$ cat config.mk
export PLATFORM = sky130hd
export DESIGN_NAME = pipe_length_to_last
export DESIGN_NICKNAME = d
export VERILOG_FILES = /design/src/rtl/pipe_length_to_last.sv
export SDC_FILE = /design/constraint.sdc
export NUM_CORES = 1
export LEC_CHECK = 0
export ABC_AREA = 0
export CAP_MARGIN = 25
export CELL_PAD_IN_SITES_DETAIL_PLACEMENT = 1
export CELL_PAD_IN_SITES_GLOBAL_PLACEMENT = 1
export CORE_ASPECT_RATIO = 0.6
export CORE_MARGIN = 2
export CORE_UTILIZATION = 51
export DETAILED_ROUTE_END_ITERATION = 6
export DONT_BUFFER_PORTS = 1
export GPL_TIMING_DRIVEN = 0
export PLACE_DENSITY_LB_ADDON = 0.3
export SYNTH_ARGS = -nofsm -noshare
export SYNTH_HDL_FRONTEND = slang
export SYNTH_SLANG_ARGS = --single-unit
$ cat constraint.sdc
create_clock -name CLK -period 14.85 [get_ports CLK]
set_input_delay 2.97 -clock CLK [delete_from_list [all_inputs] [get_ports CLK]]
set_output_delay 2.97 -clock CLK [all_outputs]
set_load 0.03 [all_outputs]
$ cat src/rtl/pipe_length_to_last.sv
`default_nettype none
// ============================================================================
// Module      : pipe_length_to_last
// Description : Converts a length-framed beat stream (beat count carried on
//               the first beat) into a last-flagged beat stream. A 2-entry
//               {data,last} FIFO decouples the two sides so both run at full
//               rate with a registered in_ready.
// Revision    : 1.0 - initial release
// ============================================================================
module pipe_length_to_last #(
  parameter int DATA_WIDTH = 128,
  parameter int LEN_WIDTH  = 16
) (
  input  logic                  CLK,
  input  logic                  RST,
  input  logic                  in_valid,
  output logic                  in_ready,
  input  logic [DATA_WIDTH-1:0] in_data,
  input  logic [LEN_WIDTH-1:0]  in_length,
  output logic                  out_valid,
  input  logic                  out_ready,
  output logic [DATA_WIDTH-1:0] out_data,
  output logic                  out_last,
  output logic [31:0]           pkt_count,
  output logic                  len_zero_err
);

  localparam logic [LEN_WIDTH-1:0] c_len_zero = '0;
  localparam logic [LEN_WIDTH-1:0] c_len_one  = {{(LEN_WIDTH-1){1'b0}}, 1'b1};

  typedef enum logic [0:0] {
    S_IDLE = 1'b0,
    S_BODY = 1'b1
  } state_t;

  state_t                r_state;
  state_t                w_state_nxt;
  logic [LEN_WIDTH-1:0]  r_remaining;
  logic [LEN_WIDTH-1:0]  w_remaining_nxt;
  logic                  w_tag_last;
  logic                  w_len_zero;

  logic [DATA_WIDTH-1:0] r_mem_data [0:1];
  logic [1:0]            r_mem_last;
  logic                  r_wr_ptr;
  logic                  r_rd_ptr;
  logic [1:0]            r_count;
  logic [1:0]            w_count_nxt;
  logic                  r_in_ready;
  logic [31:0]           r_pkt_count;
  logic                  r_len_zero_err;

  logic                  w_wr;
  logic                  w_rd;

  assign w_wr = in_valid & r_in_ready;
  assign w_rd = (r_count != 2'd0) & out_ready;

  // Framing FSM state register; only moves on an accepted input beat.
  always_ff @(posedge CLK) begin
    if (RST) begin
      r_state     <= S_IDLE;
      r_remaining <= c_len_zero;
    end else begin
      r_state     <= w_state_nxt;
      r_remaining <= w_remaining_nxt;
    end
  end

  // Next-state and last-tag decode; a zero length is framed as a 1-beat packet.
  always_comb begin
    w_state_nxt     = r_state;
    w_remaining_nxt = r_remaining;
    w_tag_last      = 1'b0;
    w_len_zero      = 1'b0;
    case (r_state)
      S_IDLE: begin
        w_tag_last = (in_length <= c_len_one);
        w_len_zero = (in_length == c_len_zero);
        if (w_wr && (in_length > c_len_one)) begin
          w_state_nxt     = S_BODY;
          w_remaining_nxt = in_length - c_len_one;
        end
      end
      S_BODY: begin
        w_tag_last = (r_remaining == c_len_one);
        if (w_wr) begin
          w_remaining_nxt = r_remaining - c_len_one;
          if (r_remaining == c_len_one) begin
            w_state_nxt = S_IDLE;
          end
        end
      end
      default: begin
        w_state_nxt     = S_IDLE;
        w_remaining_nxt = c_len_zero;
      end
    endcase
  end

  // Occupancy bookkeeping; a full FIFO never sees a write because in_ready is low.
  always_comb begin
    w_count_nxt = r_count;
    case ({w_wr, w_rd})
      2'b10:   w_count_nxt = r_count + 2'd1;
      2'b01:   w_count_nxt = r_count - 2'd1;
      default: w_count_nxt = r_count;
    endcase
  end

  // FIFO storage and pointers; in_ready is registered from the next occupancy.
  always_ff @(posedge CLK) begin
    if (RST) begin
      r_mem_data[0] <= '0;
      r_mem_data[1] <= '0;
      r_mem_last    <= 2'b00;
      r_wr_ptr      <= 1'b0;
      r_rd_ptr      <= 1'b0;
      r_count       <= 2'd0;
      r_in_ready    <= 1'b0;
    end else begin
      if (w_wr) begin
        r_mem_data[r_wr_ptr] <= in_data;
        r_mem_last[r_wr_ptr] <= w_tag_last;
        r_wr_ptr             <= ~r_wr_ptr;
      end
      if (w_rd) begin
        r_rd_ptr <= ~r_rd_ptr;
      end
      r_count    <= w_count_nxt;
      r_in_ready <= (w_count_nxt != 2'd2);
    end
  end

  // Packet counter on emitted last beats, and sticky zero-length flag.
  always_ff @(posedge CLK) begin
    if (RST) begin
      r_pkt_count    <= 32'd0;
      r_len_zero_err <= 1'b0;
    end else begin
      if (w_rd && r_mem_last[r_rd_ptr]) begin
        r_pkt_count <= r_pkt_count + 32'd1;
      end
      if (w_wr && (r_state == S_IDLE) && w_len_zero) begin
        r_len_zero_err <= 1'b1;
      end
    end
  end

  assign in_ready     = r_in_ready;
  assign out_valid    = (r_count != 2'd0);
  assign out_data     = r_mem_data[r_rd_ptr];
  assign out_last     = r_mem_last[r_rd_ptr];
  assign pkt_count    = r_pkt_count;
  assign len_zero_err = r_len_zero_err;

endmodule
`default_nettype wire

Word level (Yosys, flattened, before mapping). Memory sizes are Yosys's and may differ from the RTL's. A register that Yosys moved wholly into a read port is not among the register bits. Cells that the tools add are included.

Muxes and demuxes: 25. Equality and inequality tests: 6. Bitwise logic cells: 5. Add/subtract/negate cells: 5. Reduce and logical (&&, ||, !) cells: 9. Order comparisons: 5.

Operators by type and width (count): $mux 128 (1); $reduce_or 128->1 (1); $add 32x1->32 const B (1); $mux 16 (2); $pmux 16 s2 (1); $sub 16x1->16 const B (2); $eq 16x1->1 const B (1); $gt 16x1->1 const B (1); $le 16x1->1 const B (1); $logic_not 16->1 (1); $mux 1 (16); $logic_and 1x1->1 (5); $lt 1x2->1 const B (2); $ne 2x2->1 const B (2); $pmux 1 s2 (2); $pmux 2 s2 (1); $not 1->1 (3); $add 2x1->2 const B (1); $and 1x1->1 (2); $bwmux 2 (1); $eq 2x1->1 const B (1); $eq 2x2->1 const B (1); $ne 2x1->1 const B (1); $reduce_and 2->1 (1); other kinds (4) (4).

Memories kept: 1. Register bits: 57. RAM bits: 256. Logic and storage cells: 65. Output and inout bits: 164.

Memory list: r_mem_data (depth 2, width 128, rd ports 1, clocked after Yosys merged registers in 1, write ports 2, line 43) `logic [DATA_WIDTH-1:0] r_mem_data [0:1];`.

Depth between registers and ports, before layout. Gate-level depths: netlist of run 1.

Depth in word-level cells: 6. Gate-level depth with buffers: 8.

Worst setup path after synthesis of run 1. Ideal clock, no wire load.

Kind: input to register. From: input port in_valid. To: memory r_mem_data[0][0] (enable). Path buffers: 1. Library setup time: 0.794 ns. Arrival: 12.395 ns. Cell stages on the path: 4. Setup slack: 1.660 ns. Data required time: 14.056 ns. Cells stage by stage: and2_1 > clkbuf_1 > inv_2 > o21ai_0.

RTL lines: start, declared (line 16) `input logic in_valid,`; end, declared (line 43).

==> results of run 1 <==
logic make-up (layout without fill, tap and decap cells):
kind of cell | after synthesis | in the layout | share of synthesized area (%)
xor+xnor | 42 | 42 | 2.61
fa+ha+maj | 7 | 7 | 0.620
simple gates | 438 | 438 | 18.1
mux | 130 | 130 | 10.4
buf+inv | 76 | 137 | 2.24
flops | 314 | 314 | 62.7
compound gates | 73 | 73 | 3.42
worst register-to-register path, cell delays in order, from the launching register on:
cell and delay [ns]:
dfxtp_1 0.52, and2_1 0.19, clkbuf_1 0.28, inv_2 0.17, nor3_1 0.25, clkbuf_1 0.58, clkbuf_1 0.52, and2_1 0.22
layout make-up:
| type | count | area (um^2) |
|---|---|---|
| inverter | 19 | 71.3 |
| fill | 2705 | 11700 |
| tap | 367 | 459 |
| clock inverter | 19 | 129 |
| multi-input combinational | 690 | 4970 |
| timing repair buffer | 8 | 190 |
| sequential | 314 | 8850 |
| buffer | 57 | 245 |
| clock buffer | 34 | 744 |
Yosys cell counts (2+ instances only):
library cell | count | area [um^2]
and2_1 | 257 | 1610
edfxtp_1 | 256 | 7690
mux2_2 | 128 | 1440
dfxtp_1 | 58 | 1160
nor2_1 | 53 | 199
clkbuf_1 | 52 | 195
nand2_1 | 40 | 150
xnor2_1 | 27 | 236
nor3_1 | 19 | 95.1
inv_1 | 18 | 67.6
a21oi_1 | 17 | 85.1
nand3_1 | 17 | 85.1
o21ai_0 | 16 | 80.1
xor2_1 | 15 | 131
nor4_1 | 8 | 50.1
or3_1 | 8 | 50.1
ha_1 | 7 | 87.6
nand4_1 | 7 | 43.8
o211ai_1 | 5 | 37.5
o21ai_1 | 5 | 25.0
a21o_1 | 4 | 30.0
and3_1 | 4 | 25.0
o22ai_1 | 4 | 25.0
a211oi_1 | 3 | 22.5
a31oi_1 | 3 | 18.8
a32o_1 | 3 | 30.0
nor2_2 | 3 | 18.8
nor2b_1 | 3 | 18.8
a211oi_2 | 2 | 25.0
buf_6 | 2 | 22.5
mux2i_1 | 2 | 20.0
nand2b_1 | 2 | 12.5
nand4b_1 | 2 | 17.5
nor4_4 | 2 | 42.5
o32ai_1 | 2 | 17.5
or2_2 | 2 | 12.5
or4_4 | 2 | 22.5
stage by stage:
stage	std cells	hold slack (ns)	instance area (um^2)	util (%)
after global placement	1447	0.452	14600	53.2
after detailed placement	1455	0.468	14800	54.0
final	1508	0.481	15700	57.1
after CTS	1508	0.477	15700	57.1
after floorplan	1080	0.432	14100	-
after global routing	1508	0.499	15700	57.1
routing by layer:
layer / vias to the layer above / part of all wire, % / track usage, %
met1: 4273 / 43 / 32.9
met4: 2 / 2.1 / 5.56
met2: 261 / 46 / 38.4
met3: 55 / 9.3 / 9.08
li1: 3891 / - / -
met5: - / 0.036 / 0
where the power goes:
part           internal, uW  total, uW  switching (uW)
Clock                   377        709             333
Combinational           127        435             308
Sequential             1020       1040            23.7
registers in the layout, indices dropped and copies added, names as in the netlist, named ones only:
signal        count
r_mem_data      256
pkt_count        32
r_remaining      16
r_count           2
r_mem_last        2
in_ready          1
len_zero_err      1
r_rd_ptr          1
r_state           1
r_wr_ptr          1
worst min-delay path by stage:
stage               slack (ns)        endpoint      startpoint  depth (start not counted)
floorplan                 0.43  r_remaining[7]  r_remaining[7]                          2
global placement          0.45  r_remaining[7]  r_remaining[7]                          2
detailed placement        0.47  r_remaining[7]  r_remaining[7]                          2
CTS                       0.48  r_remaining[7]  r_remaining[7]                          2
global route              0.50  r_remaining[7]  r_remaining[7]                          2
finish                    0.48  r_remaining[7]  r_remaining[7]                          2
==> results by group, run 1 <==
Clocking
  • Clock slew at reported path FFs: 0.06 ns
  • Maximum level of the CTS H-tree: 1
  • CTS tree: done
  • CTS Buf Count: 29
  • Clock root cell: clkbuf_16
  • Clock Sinks: 314
  • Cts repair resizes: 0
  • Setup bufs post-CTS: 0
  • CTS Hold Bufs: 0
  • CTS max path bufs: 3
  • Worst skew pair latency: 0.55 ns

Timing
  • Setup TNS: 0 ns
  • Slew of the pin with the lowest slew margin: 0.846 ns
  • Period utilization: 37.8%
  • Final slew viol count: 0
  • Unrepaired setup endpoints after global routing: false
  • Hold Fails Final Rpt: 0
  • Final worst slack: 9.24 ns
  • Clk_skew: 0.00761 ns
  • Max_slew headroom: 43.3%
  • Tmin final: 5.61 ns
  • Final-report setup violation count: 0
  • Fmax: 178 MHz

Setup path
  • Worst EP arrival: 2.64 ns
  • CP startpoint kind: flip-flop
  • CP Capture Point: out_data[64]
  • FF-to-FF Start: in_ready
  • Critical Path Slowest Stage Cell: clkbuf_1
  • Required time of the critical path: 11.88 ns
  • Worst reg-to-reg path cell count: 7
  • WS Path Type: flip-flop to output pin
  • RR Endpoint: r_mem_data[0][57]
  • CP top delay family: buffers and inverters
  • Levels on crit path: 3
  • Critical path, cell by cell: clkbuf_1 > clkbuf_1 > mux2_2
  • R2r setup slk: 11.99 ns
  • Crit Path Max Fanout: 10
  • CP endpoint kind: output pin
  • CP max stage delay: 0.66 ns
  • WP buf/inv: 2
  • CP most frequent cell: clkbuf_1

Power and ir drop
  • Peak VDD IR: 0.000119 V
  • PwrDens: 140 nW/um^2
  • Leak pwr: 0.00564 uW
  • Final Power: 2190 uW

Global routing
  • First-pass GRT wire length: 54200 um
  • Largest net degree at the start of global routing: 50
  • Vias in the first global route: 8840
  • Tot GR Track Use: 24.6%
  • Grt ovf: 0
  • Initial antenna violation count: 1

Logic synthesis
  • Syn_nets: 1235
  • Synthesis Warnings: 0
  • Ys async rst share: 0%
  • Syn Std Cell Area: 14100 um^2
  • Mapped Cells: 1080
  • Number of enable-type register cells in the synthesized netlist: 256
  • Main synth FF type: edfxtp_1
  • FF+latch count, synth: 314
  • Syn_area_per_cell: 13.1 um^2
  • Distinct cell type count after synthesis: 59
  • Seq/Total Area, Yosys: 62.7%

Place
  • Estimated wirelength of the detail-placed design: 25800 um
  • RD Place Congestion: 0.891
  • Worst slack at placement: 9.59 ns
  • PortBufs: 0

Finish
  • Area delta synth->final: 10.9%
  • Final net count: 1274
  • Diode count: 0
  • Share of layout cells above drive strength 1: 18.1%
  • Most frequent cells in the layout: and2_1, edfxtp_1, mux2_2
  • Most common cell after layout, fill and taps aside: and2_1

Die
  • DIE WIDTH: 219 um
  • Die Area: 29100 um^2
  • Die Ht: 133 um
  • IO Count: 312
  • # rows: 47
  • Initial Util: 51.5%
  • Total core area: 27400 um^2

Routing
  • ANT nets after route: 0
  • DR DRC count: 0
  • Router iterations before antenna repair: 7
  • Drt total wl: 36000 um
  • Initial drt markers: 547
  • Vias: 8482
  • Routed vias/inst: 5.62
  • Wirelength per Cell: 23.9 um

Flow run
  • Max-cap violations: 0

Hold path
  • Min-Delay Path Class: flip-flop to flip-flop

Outcome
  • Status: completed
Power figures use the tool's default switching activity.
==> inputs of run 2 (changes only) <==
--- a/config.mk
+++ b/config.mk
@@ -5,13 +5,13 @@
 export SDC_FILE = /design/constraint.sdc
 export NUM_CORES = 1
 export LEC_CHECK = 0
-export ABC_AREA = 0
+export ABC_AREA = 1
 export CAP_MARGIN = 25
 export CELL_PAD_IN_SITES_DETAIL_PLACEMENT = 1
 export CELL_PAD_IN_SITES_GLOBAL_PLACEMENT = 1
 export CORE_ASPECT_RATIO = 0.6
 export CORE_MARGIN = 2
-export CORE_UTILIZATION = 51
+export CORE_UTILIZATION = 44
 export DETAILED_ROUTE_END_ITERATION = 6
 export DONT_BUFFER_PORTS = 1
 export GPL_TIMING_DRIVEN = 0
==> constraint.sdc (replaced) <==
create_clock -name CLK -period 4.8 [get_ports CLK]
set_input_delay 0.96 -clock CLK [delete_from_list [all_inputs] [get_ports CLK]]
set_output_delay 0.96 -clock CLK [all_outputs]
set_load 0.03 [all_outputs]
==> run 2 against run 1 <==
  * Sequential share of layout area is 2.7 points lower
  * Clock-buffer cell count is 1 lower
  * Register-to-register slack worse by 10 ns
  * Critical path depth stayed put
  * Critical path type unchanged
  * Largest power group unchanged
==> results by group, run 2 <==
Die
  • IO Count: 312
  • Die Ht: 146 um
  • DIE WIDTH: 240 um
  • Total core area: 32700 um^2
  • Initial Util: 44.9%
  • # rows: 51
  • Die Area: 34900 um^2

Logic synthesis
  • Yosys top cell by area: edfxtp_1
  • Top cell type's share of synthesized area: 52.4%
  • FF+latch count, synth: 314
  • Post-synth top cells: nor2_1, edfxtp_1, nand2_1, inv_1, mux2_2
  • Ys async rst share: 0%
  • Mapped Cells: 1451
  • Synthesis Warnings: 0
  • Seq/Total Area, Yosys: 60.3%
  • Distinct cell type count after synthesis: 43
  • Area contributors post-synth: edfxtp_1, mux2_2, nor2_1
  • Syn_nets: 1606
  • Number of enable-type register cells in the synthesized netlist: 256
  • Syn Std Cell Area: 14700 um^2
  • Syn_area_per_cell: 10.1 um^2
  • Top-count cell post-synth: nor2_1
  • Main synth FF type: edfxtp_1

Clocking
  • Clock slew at reported path FFs: 0.07 ns
  • Clock root cell: clkbuf_16
  • Setup bufs post-CTS: 0
  • Worst skew pair latency: 0.57 ns
  • CTS Hold Bufs: 0
  • Cts repair resizes: 0
  • Clock Sinks: 314
  • CTS Buf Count: 31
  • CTS tree: done
  • Maximum level of the CTS H-tree: 1
  • CTS max path bufs: 3

Timing
  • Tmin final: 3.34 ns
  • Fmax: 300 MHz
  • Setup TNS: 0 ns
  • Slew of the pin with the lowest slew margin: 0.937 ns
  • Clk_skew: 0.0227 ns
  • Period utilization: 69.5%
  • Max_slew headroom: 37.5%
  • Hold Fails Final Rpt: 0
  • Unrepaired setup endpoints after global routing: false
  • Final slew viol count: 0
  • Final-report setup violation count: 0

Setup path
  • Critical path, cell by cell: clkbuf_1 > buf_2 > mux2_2
  • Worst EP arrival: 2.38 ns
  • Required time of the critical path: 3.84 ns
  • CP endpoint kind: output pin
  • CP max stage delay: 0.56 ns
  • Critical Path Slowest Stage Cell: clkbuf_1
  • CP startpoint kind: flip-flop
  • Crit Path Max Fanout: 10
  • CP top delay family: buffers and inverters
  • WP buf/inv: 2
  • WS Path Type: flip-flop to output pin
  • R2r setup slk: 2.02 ns

Routing
  • DR DRC count: 0
  • ANT nets after route: 0
  • Routed vias/inst: 5.21
  • Vias: 10234
  • Wirelength per Cell: 21.2 um
  • Drt total wl: 41600 um
  • Router iterations before antenna repair: 5
  • Initial drt markers: 588

Outcome
  • Status: completed

Power and ir drop
  • Cell-internal power: 5160 uW
  • Sw power: 2430 uW
  • Combinational Power Share: 23.0%
  • Switching Share: 32.0%
  • PwrDens: 462 nW/um^2
  • Sequential share of power: 43.1%
  • Leak pwr: 0.00670 uW
  • Clk network pwr share: 33.9%
  • Peak VDD IR: 0.000303 V

Global routing
  • Tot GR Track Use: 23.6%
  • First-pass GRT wire length: 63100 um
  • Grt peak-use layer: met2
  • Largest net degree at the start of global routing: 50
  • Global Route met1 Usage: 32.1%
  • Grt ovf: 0
  • Initial antenna violation count: 4
  • Met3 GRT Util: 6.37%
  • Vias in the first global route: 10660
  • Met2 global-route usage: 37.1%

Place
  • RD Place Congestion: 0.874
  • Post-DP Area: 15400 um^2
  • Estimated wirelength of the detail-placed design: 30700 um
  • DP Cell Count: 1905
  • PortBufs: 0

Hold path
  • Min-Delay Path Class: flip-flop to flip-flop

Finish
  • Largest register by flop count: r_mem_data
  • Largest register FFs: 256
  • Final net count: 1643
  • Share of layout cells above drive strength 1: 17.1%
  • Area delta synth->final: 11.9%
  • Most frequent cells in the layout: nor2_1, edfxtp_1, nand2_1
  • Final instance area: 16400 um^2
  • Fin cells: 1966
  • Filler cell count: 3633
  • Most common cell after layout, fill and taps aside: nor2_1

Flow run
  • Max-cap violations: 0
-- run 2: worst min-delay path, stage by stage, from the launching register on --
cell     delay, ns
dfxtp_1       0.31
inv_1         0.07
a21oi_1       0.06
-- run 2: path summary, 6_finish.rpt --
check	cells after the start	from	to
worst max-delay path	3	flip-flop	out_data[11]
worst min-delay path	2	r_wr_ptr	r_wr_ptr
worst max register to register	7	in_ready	r_mem_data[0][51]
worst min register to register	2	r_wr_ptr	r_wr_ptr
-- run 2: layout make-up --
type                    count  area (um^2)  share of cell area, %
inverters                 187          702                   4.27
plain buffers              55          283                   1.72
clock buffers              33          783                   4.77
multi-input cells         895         4860                   29.6
repair buffers              4          110                  0.670
well taps                 450          563                   3.43
flip-flops and latches    314         8850                   53.9
diodes                      4         10.0                 0.0609
clock inverters            24          267                   1.62
-- run 2: kinds of logic after synthesis --
family / Yosys count / share of synthesized area, %
buffers and inverters: 242 / 6.71
multiplexers: 128 / 9.82
AND/OR/NAND/NOR: 674 / 19.2
adder cells (fa/ha/maj): 7 / 0.596
AO/OA/AOI/OAI: 80 / 3.03
flip-flops: 314 / 60.3
XOR/XNOR: 6 / 0.358
-- run 2: stage by stage --
| step | setup WS, ns | hold slack, ns | util, % | total power, uW |
|---|---|---|---|---|
| after floorplan | 0.0653 | 0.447 | - | 4700 |
| after global placement | -2.14 | 0.456 | 46.7 | 5050 |
| after detailed placement | 1.59 | 0.478 | 47.0 | 5080 |
| after CTS | 1.31 | 0.489 | 50.3 | 7650 |
| after global routing | 1.26 | 0.526 | 50.3 | 7880 |
| final | 1.46 | 0.492 | 50.3 | 7590 |
-- run 2: power by group through the flow --
| stage | Sequential, uW | Clock [uW] | Combinational [uW] |
|---|---|---|---|
| detailed placement | 3330 | 0 | 1750 |
| finish | 3270 | 2570 | 1750 |
| floorplan | 3320 | 0 | 1380 |
| global route | 3300 | 2720 | 1870 |
| global placement | 3350 | 0 | 1700 |
| CTS | 3270 | 2610 | 1760 |
-- run 2: per-layer routing --
metal | up-vias | share of wire (%) | wire length (um)
li1 | 4813 | - | -
met3 | 69 | 6.8 | 2820
met4 | 0 | 2.8 | 1180
met5 | - | 0 | 0
met1 | 5066 | 45 | 18800
met2 | 286 | 45 | 18800
==> inputs of run 3 (changes only) <==
--- a/config.mk
+++ b/config.mk
@@ -5,13 +5,13 @@
 export SDC_FILE = /design/constraint.sdc
 export NUM_CORES = 1
 export LEC_CHECK = 0
-export ABC_AREA = 1
+export ABC_AREA = 0
 export CAP_MARGIN = 25
 export CELL_PAD_IN_SITES_DETAIL_PLACEMENT = 1
 export CELL_PAD_IN_SITES_GLOBAL_PLACEMENT = 1
 export CORE_ASPECT_RATIO = 0.6
 export CORE_MARGIN = 2
-export CORE_UTILIZATION = 44
+export CORE_UTILIZATION = 51
 export DETAILED_ROUTE_END_ITERATION = 6
 export DONT_BUFFER_PORTS = 1
 export GPL_TIMING_DRIVEN = 0
==> constraint.sdc (replaced) <==
create_clock -name CLK -period 3.1 [get_ports CLK]
set_input_delay 0.62 -clock CLK [delete_from_list [all_inputs] [get_ports CLK]]
set_output_delay 0.62 -clock CLK [all_outputs]
set_load 0.03 [all_outputs]
==> run 3 against run 2 <==
  * Non-clock buffer count is 4 higher
  * Die area down 17%
  * Via count decreased by 17%
  * Core utilization grew 7.1 points
==> results by group, run 3 (synthesis gave the netlist of run 1 again) <==
Outcome
  • Status: completed

Setup path
  • CP startpoint kind: flip-flop
  • Crit Path Max Fanout: 10
  • WS Path Type: flip-flop to output pin
  • Required time of the critical path: 2.48 ns
  • CP endpoint kind: output pin
  • RR Endpoint: r_mem_data[0][38]
  • Worst EP arrival: 2.35 ns
  • FF-to-FF Start: in_ready
  • Worst reg-to-reg path cell count: 6
  • R2r setup slk: 0.50 ns

Routing
  • Drt total wl: 35900 um
  • Metal1 wirelength: 15200 um
  • Router iterations before antenna repair: 4
  • Initial drt markers: 487
  • DR DRC count: 0
  • DR WL met2: 16800 um
  • Vias: 8488
  • Highest routed layer: met5
  • DR WL met3: 3160 um
  • Routed vias/inst: 5.61
  • Wirelength per Cell: 23.7 um
  • ANT nets after route: 0

Place
  • RD Place Congestion: 0.856
  • Post-DP Area: 14700 um^2
  • Estimated wirelength of the detail-placed design: 25100 um
  • DP Cell Count: 1453
  • PortBufs: 0

Finish
  • Filler cell count: 2719
  • Final instance area: 15700 um^2
  • Area delta synth->final: 11.5%
  • Fin cells: 1513
  • Most frequent cells in the layout: and2_1, edfxtp_1, mux2_2
  • Largest register by flop count: r_mem_data
  • Final net count: 1272
  • Largest register FFs: 256
  • Share of layout cells above drive strength 1: 18.8%

Timing
  • Unrepaired setup endpoints after global routing: false
  • Clk_skew: 0.0130 ns
  • Fmax: 337 MHz
  • Max_slew headroom: 34.3%
  • Slew of the pin with the lowest slew margin: 0.982 ns
  • Tmin final: 2.97 ns
  • Hold_ws: 0.255 ns
  • Setup TNS: 0 ns
  • Final slew viol count: 0
  • Period utilization: 95.7%
  • Final-report setup violation count: 0
  • Hold Fails Final Rpt: 0

Hold path
  • HP Start: in_data[66]
  • Worst hold stages: 1
  • Min-Delay Path Class: input port to flip-flop
  • Hold worst-path end: r_mem_data[1][66]

Clocking
  • Clock Sinks: 314
  • Maximum level of the CTS H-tree: 1
  • CTS tree: done
  • Clock root cell: clkbuf_16
  • Worst skew pair latency: 0.56 ns
  • Setup bufs post-CTS: 0
  • CTS max path bufs: 3
  • Clock slew at reported path FFs: 0.07 ns
  • CTS Hold Bufs: 0
  • CTS Buf Count: 29

Die
  • Die Ht: 133 um
  • IO Count: 312
  • Total core area: 27400 um^2
  • Die Area: 29100 um^2
  • DIE WIDTH: 219 um
  • Initial Util: 51.5%
  • # rows: 47

Global routing
  • Initial antenna violation count: 4
  • Vias in the first global route: 8893
  • Grt ovf: 0
  • First-pass GRT wire length: 53900 um
  • Tot GR Track Use: 24.4%
  • Largest net degree at the start of global routing: 55

Power and ir drop
  • Leak pwr: 0.00569 uW
  • Final Power: 10800 uW
  • Peak VDD IR: 0.000506 V
  • PwrDens: 684 nW/um^2

Flow run
  • Max-cap violations: 0
## run 3: cell count changes in the layout (fill, tap and decap cells not counted), moves of 39 or more
cell,previous run,this run
and2_1,0,256
clkbuf_1,13,52
inv_1,184,18
nand2_1,194,40
nor2_1,373,53
## run 3: critical path, stage by stage (launching register included)
cell and delay (ns):
dfxtp_1 0.36, clkbuf_2 0.37, clkbuf_1 0.54, mux2_2 0.52
## run 3: final cells by class
cell class,count,area (um^2),area share (%)
diodes,6,15.0,0.0954
plain buffers,57,260,1.65
clock buffers,39,813,5.17
clock inverters,15,158,1.00
inverters,19,78.8,0.501
multi-input cells,690,4970,31.6
flip-flops and latches,314,8850,56.2
well taps,367,459,2.92
repair buffers,6,128,0.811
## run 3: through the flow
| stage | setup WS (ns) | util, % |
|---|---|---|
| 2_1_floorplan | -0.365 | - |
| 3_3_place_gp | -1.58 | 53.3 |
| 3_5_place_dp | 0.308 | 53.8 |
| 4_1_cts | 0.0869 | 57.4 |
| 5_1_grt | 0.0134 | 57.4 |
| 6_report | 0.132 | 57.4 |
## run 3: power by group
part           internal (uW)  total, uW  switching [uW]
sequential              4890       5010             115
combinational            598       2070            1480
clock                   2090       3680            1580
## run 3: worst max-delay path by stage
stage	from	end	slack, ns	depth (start not counted)
2_1_floorplan	in_valid	r_mem_data[0][0]	-0.37	4
3_3_place_gp	in_valid	r_mem_data[0][73]	-1.58	4
3_5_place_dp	in_length[0]	r_remaining[10]	0.31	8
4_1_cts	flip-flop	out_data[111]	0.09	3
5_1_grt	flip-flop	out_data[111]	0.01	3
6_report	flip-flop	out_data[111]	0.13	3
## run 3: metal layers
metal  up-vias  global-route usage (%)
met5         -                       0
met4         2                    6.42
met3        44                    8.55
met2       256                    38.7
met1      4278                    32.1
li1       3908                       -
## run 3: timing repair
action | CTS | global route
hold endpoints to repair | 0 | 0
resized for setup | 2 | 4
endpoints found under the setup margin | 120 | 15
cloned | 0 | 0
pin swaps | 0 | 0
